===== config.mk =====
export PLATFORM = sky130hd
export DESIGN_NAME = partial_force_acc_ctrl
export DESIGN_NICKNAME = d
export VERILOG_FILES = /design/src/rtl/partial_force_acc_ctrl.sv
export SDC_FILE = /design/constraint.sdc
export NUM_CORES = 1
export LEC_CHECK = 0
export ABC_AREA = 1
export CAP_MARGIN = 20
export CORE_AREA = 2 2 273 275
export CTS_BUF_LIST = sky130_fd_sc_hd__clkbuf_8 sky130_fd_sc_hd__clkbuf_16
export CTS_CLUSTER_SIZE = 25
export DETAILED_ROUTE_END_ITERATION = 6
export DIE_AREA = 0 0 275 277
export PLACE_DENSITY = 0.44
export SYNTH_ARGS = -nofsm -noshare
export SYNTH_HDL_FRONTEND = slang
export SYNTH_SLANG_ARGS = --single-unit

===== constraint.sdc =====
create_clock -name clk -period 3.9 [get_ports clk]
set_input_delay 1.17 -clock clk [delete_from_list [all_inputs] [get_ports clk]]
set_output_delay 1.17 -clock clk [all_outputs]
set_load 0.02 [all_outputs]

===== src/rtl/partial_force_acc_ctrl.sv =====
// Round-robin front end for partial_force_acc: shares the single accumulate port
// among the filters, schedules per-register releases and runs the end-of-step flush.
package MD_pkg;
    localparam int NUM_FILTERS = 6;

    typedef struct packed {
        logic [31:0] x;
        logic [31:0] y;
        logic [31:0] z;
    } force_packet_t;
endpackage

module partial_force_acc_ctrl #(
    parameter int NUM_FILTERS = MD_pkg::NUM_FILTERS
) (
    input  logic                  clk,
    input  logic                  rst,
    input  logic [NUM_FILTERS-1:0] frc_in_valid,
    input  MD_pkg::force_packet_t frc_in [NUM_FILTERS],
    input  logic [NUM_FILTERS-1:0] frc_in_last,
    output logic [NUM_FILTERS-1:0] frc_in_ready,
    input  logic                  flush,
    output logic                  flush_done,
    output logic                  nb_frc_valid,
    output MD_pkg::force_packet_t nb_frc,
    output logic [NUM_FILTERS-1:0] nb_reg_sel,
    output logic [NUM_FILTERS-1:0] nb_reg_release_sel
);
    localparam int PTR_W = (NUM_FILTERS > 1) ? $clog2(NUM_FILTERS) : 1;
    localparam logic [PTR_W-1:0] LAST_IDX = PTR_W'(NUM_FILTERS - 1);

    typedef enum logic [1:0] {RUN, DRAIN, FLUSH, DONE} state_t;

    state_t                 state;
    logic [PTR_W-1:0]       rr_ptr;
    logic [NUM_FILTERS-1:0] dirty;
    logic [NUM_FILTERS-1:0] pending;

    logic [NUM_FILTERS-1:0] at_or_after_p0;
    logic [NUM_FILTERS-1:0] eligible_p0;
    logic [NUM_FILTERS-1:0] upper_p0;
    logic [NUM_FILTERS-1:0] grant_p0;
    logic [PTR_W-1:0]       grant_idx_p0;
    MD_pkg::force_packet_t  grant_frc_p0;
    logic [NUM_FILTERS-1:0] rel_cand_p0;
    logic [NUM_FILTERS-1:0] rel_pick_p0;

    function automatic logic [NUM_FILTERS-1:0] lowest_onehot(input logic [NUM_FILTERS-1:0] v);
        logic [NUM_FILTERS-1:0] r;
        r = '0;
        for (int k = NUM_FILTERS - 1; k >= 0; k--) begin
            if (v[k]) begin
                r    = '0;
                r[k] = 1'b1;
            end
        end
        return r;
    endfunction

    function automatic logic [PTR_W-1:0] onehot_to_idx(input logic [NUM_FILTERS-1:0] v);
        logic [PTR_W-1:0] idx;
        idx = '0;
        for (int k = 0; k < NUM_FILTERS; k++) begin
            if (v[k]) idx = idx | PTR_W'(k);
        end
        return idx;
    endfunction

    // Stage p0: combinational grant and release pick
    always_comb begin
        at_or_after_p0 = '0;
        for (int k = 0; k < NUM_FILTERS; k++) begin
            at_or_after_p0[k] = (PTR_W'(k) >= rr_ptr);
        end
    end

    // A register stays blocked through the cycle its release is on the bus.
    always_comb begin
        eligible_p0 = '0;
        if (rst && state == RUN) begin
            eligible_p0 = frc_in_valid & ~pending & ~nb_reg_release_sel;
        end
        upper_p0     = eligible_p0 & at_or_after_p0;
        grant_p0     = (|upper_p0) ? lowest_onehot(upper_p0) : lowest_onehot(eligible_p0);
        grant_idx_p0 = onehot_to_idx(grant_p0);

        grant_frc_p0 = '0;
        for (int k = 0; k < NUM_FILTERS; k++) begin
            if (grant_p0[k]) grant_frc_p0 = frc_in[k];
        end

        case (state)
            RUN:          rel_cand_p0 = pending & ~grant_p0;
            DRAIN, FLUSH: rel_cand_p0 = dirty;
            default:      rel_cand_p0 = '0;
        endcase
        rel_pick_p0 = lowest_onehot(rel_cand_p0);
    end

    assign frc_in_ready = grant_p0;

    // Stage p1: registered accumulator/release outputs and control state
    always_ff @(posedge clk or negedge rst) begin
        if (!rst) begin
            state              <= RUN;
            rr_ptr             <= '0;
            dirty              <= '0;
            pending            <= '0;
            nb_frc_valid       <= 1'b0;
            nb_frc             <= '0;
            nb_reg_sel         <= '0;
            nb_reg_release_sel <= '0;
            flush_done         <= 1'b0;
        end else begin
            nb_frc_valid       <= |grant_p0;
            nb_frc             <= grant_frc_p0;
            nb_reg_sel         <= grant_p0;
            nb_reg_release_sel <= rel_pick_p0;
            flush_done         <= 1'b0;
            dirty              <= (dirty | grant_p0) & ~rel_pick_p0;
            pending            <= (pending | (grant_p0 & frc_in_last)) & ~rel_pick_p0;

            if (|grant_p0) begin
                rr_ptr <= (grant_idx_p0 == LAST_IDX) ? '0 : grant_idx_p0 + PTR_W'(1);
            end

            // FLUSH waits until the last release has actually been presented.
            case (state)
                RUN:   if (flush) state <= DRAIN;
                DRAIN: state <= FLUSH;
                FLUSH: begin
                    if (dirty == '0 && nb_reg_release_sel == '0) begin
                        state      <= DONE;
                        flush_done <= 1'b1;
                    end
                end
                DONE:    state <= RUN;
                default: state <= RUN;
            endcase
        end
    end
endmodule


# --- Yosys cells after proc, flatten, opt, wreduce, memory -nomap -nowiden ---
# Cells that the tools add are included.
word_totals:
  ff_bits: 127
  inputBits: 591
  output_inout_bits: 116
  wordCells: 84
classes:
  addsub: 1
  order_cmp: 6
  n_eq_ne: 6
  mux: 38
  bitwise_logic: 13
  n_reduce_logical: 9
op_table:
  columns: ["operator", "n"]
  rows:
  - ["96-bit two-way mux", 6]
  - ["6-bit two-way mux", 20]
  - ["6-bit bitwise AND", 7]
  - ["6-bit inverter", 4]
  - ["6-bit zero test", 2]
  - ["6-bit OR", 2]
  - ["6-bit one-hot mux with 2 select lines", 1]
  - ["6-bit OR reduction", 2]
  - ["3-bit two-way mux", 3]
  - ["2-bit two-way mux", 4]
  - ["2-bit one-hot mux with 4 select lines", 1]
  - ["1-bit by 3-bit >= comparator with 1-bit output (first input constant)", 2]
  - ["2-bit by 3-bit >= comparator with 1-bit output (first input constant)", 2]
  - ["3-bit >= comparator (first input constant)", 2]
  - ["2-bit equality test (second input constant)", 2]
  - ["2-bit inequality test (second input constant)", 2]
  - ["3-bit by 1-bit adder with 3-bit output (second input constant)", 1]
  - ["3-bit equality test (second input constant)", 1]
  - ["1-bit two-way mux", 3]
  - ["2-bit by 1-bit equality test with 1-bit output (second input constant)", 1]
  - ["1-bit logical AND", 2]
  - ["2-bit zero test", 1]
  - ["2-bit AND reduction", 1]
  - ["2-bit OR reduction", 1]

# --- Logic depth before layout (Yosys ltp) ---
depth:
  word_depth: 23
  mapped_depth: 15
  depth_no_buf: 13

# --- Worst setup path before layout ---
# No wires, ideal clock.
synth_timing:
  path_kind: "input to output"
  from: "input rst"
  to: "output frc_in_ready[4]"
  t_arrival_ns: 2.206
  t_required_ns: 2.730
  setup_slack_ns: 0.524
  cell_stages: 8
  n_path_buf: 2
  path_cell_list: "nand2_2 > nor2_1 > nand3_1 > nand2_1 > nor2_4 > a21boi_2 > buf_4 > buf_4"
synth_between:
  elab_chain_cells: 9
  elab_cells_between_ends: 15
  cone_classes: "mux (12); bitwise (1); reduce/logical (2)"
synth_rtl:
  columns: ["element", "line_no", "text"]
  rows:
  - ["from (decl)", "17", "input logic rst,"]
  - ["1-bit logical AND *", "80", "if (rst && state == RUN) begin"]
  - ["6-bit two-way mux *", "80", null]
  - ["6-bit bitwise AND", "83", "upper_p0 = eligible_p0 & at_or_after_p0;"]
  - ["6-bit two-way mux (5 in a row)", "52", "if (v[k]) begin"]
  - ["6-bit two-way mux *", "84", "grant_p0 = (|upper_p0) ? lowest_onehot(upper_p0) : lowest_onehot(eligible_p0);"]
  - ["to (decl)", "21", "output logic [NUM_FILTERS-1:0] frc_in_ready,"]
# Mark *: on every way between the ends. The rest lies on a longest branch, timed or not.

# --- Worst setup path after layout ---
layout_timing:
  from: "input frc_in_valid[3]"
  to: "output frc_in_ready[0]"
layout_between:
  elab_chain_cells: 9
  elab_cells_between_ends: 14
  cone_classes: "mux (10); bitwise (3); reduce/logical (1)"
layout_rtl:
  columns: ["element", "line_no", "text"]
  rows:
  - ["from (decl)", "18", "input logic [NUM_FILTERS-1:0] frc_in_valid,"]
  - ["6-bit bitwise AND * (2 in a row)", "81", "eligible_p0 = frc_in_valid & ~pending & ~nb_reg_release_sel;"]
  - ["6-bit two-way mux *", "80", null]
  - ["6-bit bitwise AND", "83", null]
  - ["6-bit two-way mux (4 in a row)", "52", null]
  - ["6-bit two-way mux *", "84", null]
# Marks and branches as above.

==> flow_summary.ini <==
[outcome]
outcome = completed

[grt]
grt_pass1_vias = 11700
grt_pass1_wl_mm = 75.6
antenna_found_initial = 1
grt_usage_pct = 13.6
gr-total-overflow = 0
grt_max_degree = 57

[timing]
hold_viol_final = 0
period_share_pct = 97.2
final_max_slew_viol_count = 0
period_needed_ns = 3.79
tightest_slew_ns = 0.794
skew_ns = 0.00810
final-setup-viol-count = 0
relSlewSlack_pct = 47.1
grt_setup_unrepaired = no
fmaxAchievable_mhz = 264

[final_layout]
utilization_pct = 23.2
drive_gt1_share_pct = 4.43
layout_commonest_cell = clkdlybuf4s50_1
final_nets = 2615
area_delta_synth_final_pct = 106
diodes = 0
num-fill-cells = 8211
layout_common_cells = 699 x clkdlybuf4s50_1, 612 x nand2_1, 220 x nor2_1, 131 x inv_1, 127 x dfrtp_1
fin_area_um2 = 17100

[route]
wire_per_inst_um = 17.8
viasPerCell = 3.72
firstDrtPassIters = 6
finalWirelength_mm = 53.5
drt_iter0_drc = 623
dr_total_vias = 11200
drcViolationCount = 0
final_antenna_net_count = 0

[clock_network]
path_clk_slew_ns = 0.06
cts_buffer_depth = 2
ctsHoldBuffers = 0
cts_tree = yes
clock_latency_ns = 0.47
htree_num_levels = 4
clock_sinks = 127
cts_setup_buffers = 0
numCtsBuffers = 17
clk_root_buffer_cell = clkbuf_16

[die]
start_util_pct = 11.2
ioPinCount = 707
std_cell_rows = 100
die_area_um2 = 76200
core-area_um2 = 73600
die_height_um = 277
die_x_um = 275

[min_path]
hold_class = reg -> reg
whs_endpoint = dirty[5]
whs_path_depth = 2
hold_path_startpoint = dirty[5]

[critical_path]
crit_type = in -> out
crit_fanout = 6
r2r_end = nb_frc[18]
ff2ff_path_depth = 14
arrival_ns = 2.62
endpoint_kind = primary output
r2r-start = state[0]
start_kind = primary input
r2r_slack_ns = 0.81
critPathRequiredTime_ns = 2.73

[logic_synthesis]
synth_area_um2 = 8260
synth-seq-cells = 127
yosys_warnings = 0
synthCells = 1324
seq_area_frac_synth_pct = 38.5
synth.distinct_cells = 23
syn_area_per_cell_um2 = 6.24
syn-num-nets = 1919

[flow_run]
cap_violations = 0

[power_and_ir_drop]
leakage_uw = 0.00764
p_comb_share_pct = 52.7
p_int_uw = 4470
power_density_nw_per_um2 = 456
clockPowerShare_pct = 22.3
seqPwrFrac_pct = 25.0
power_switching_share_pct = 42.5
power_switching_uw = 3300
ir_worst_vdd_v = 0.000251

[place]
post_dp_cell_area_um2 = 16500
dp_hpwl_mm = 42.2
gp_congestion = 0.979
placement.io_buffers = 706
==> routing by layer <==
layer	global-route usage, %	vias to the layer above	part of all wire, %
met4	5.34	2	2.8
met5	0	-	0.024
met1	15.4	5138	39
met2	23.8	510	50
met3	3.67	59	8.5
li1	-	5449	-
==> layout make-up <==
type	instances	area [um^2]	share of cell area [%]
inverter	134	505	2.96
sequential	127	3180	18.6
clock buffer	17	425	2.50
clock inverter	15	173	1.01
multi-input combinational	999	4200	24.6
tap	969	1210	7.11
timing repair buffer	741	7360	43.2
==> worst max-delay path by stage <==
stage | start | to | slack [ns] | depth (start not counted)
finish | frc_in_valid[3] | frc_in_ready[0] | 0.11 | 9
global route | frc_in_valid[3] | frc_in_ready[1] | 0.001 | 9
CTS | frc_in_valid[3] | frc_in_ready[5] | 0.009 | 9
detailed placement | frc_in_valid[3] | frc_in_ready[5] | -0.26 | 9
global placement | frc_in_valid[3] | frc_in_ready[5] | -0.24 | 9
floorplan | rst | frc_in_ready[4] | 0.52 | 8
==> per-stage QoR <==
| step | hold slack, ns | total power, uW | setup slack (ns) | TNS (ns) | cells |
|---|---|---|---|---|---|
| after detailed placement | 0.525 | 6150 | -0.261 | -1.37 | 2970 |
| after floorplan | 0.483 | 3980 | 0.524 | 0 | 1324 |
| final | 0.539 | 7770 | 0.109 | 0 | 3002 |
| after global routing | 0.525 | 8340 | 0.00106 | 0 | 3002 |
| after CTS | 0.497 | 7960 | 0.00889 | 0 | 3002 |
| after global placement | 0.514 | 6130 | -0.238 | -1.17 | 2970 |
==> what timing repair did <==
action	4_1_cts	5_1_grt
pin swaps	0	0
resized for setup	6	11
endpoints found under the setup margin	6	6
cloned	0	0
==> state kept, by name, summed over array words and instances, names as in the netlist <==
name / flops
flush_done: 1
rr_ptr: 3
nb_frc_valid: 1
pending: 6
state: 2
nb_frc: 96
dirty: 6
nb_reg_sel: 6
nb_reg_release_sel: 6
==> power groups by stage <==
| stage | registers (uW) | logic, uW | clock network, uW |
|---|---|---|---|
| after detailed placement | 1970 | 4180 | 0 |
| after global routing | 1980 | 4510 | 1850 |
| after CTS | 1950 | 4190 | 1820 |
| final | 1940 | 4100 | 1730 |
| after floorplan | 2310 | 1680 | 0 |
| after global placement | 1970 | 4170 | 0 |
==> kinds of logic after synthesis <==
kind of cell / count (synthesis) / share of synthesized area [%]
DFF: 127 / 38.5
adders and majority gates: 4 / 0.606
and+or+nand+nor: 974 / 48.3
AOI/OAI and AO/OA: 21 / 1.44
buffers and inverters: 198 / 11.2
==> cell usage after synthesis (all sizes together) <==
library cell | count | area share (%)
o22ai | 4 | 0.30
nand3 | 16 | 0.97
nand2 | 619 | 28
o21bai | 1 | 0.091
inv | 134 | 6.1
nor2 | 227 | 11
o21ai | 7 | 0.42
nor3 | 4 | 0.24
buf | 64 | 5.1
dfrtp | 127 | 38
and2 | 1 | 0.076
a21boi | 1 | 0.14
nor4 | 3 | 0.23
a21oi | 8 | 0.48
ha | 4 | 0.61
nand4 | 102 | 7.7
nand3b | 2 | 0.18
==> worst max-delay path: stages <==
cell and delay [ns]:
clkdlybuf4s50_1 0.41, inv_1 0.08, nor2_2 0.05, nand3_1 0.11, nand2_1 0.10, nor2_4 0.18
nand3_1 0.14, nand2_4 0.08, clkdlybuf4s15_1 0.29
Power figures use the tool's default switching activity.
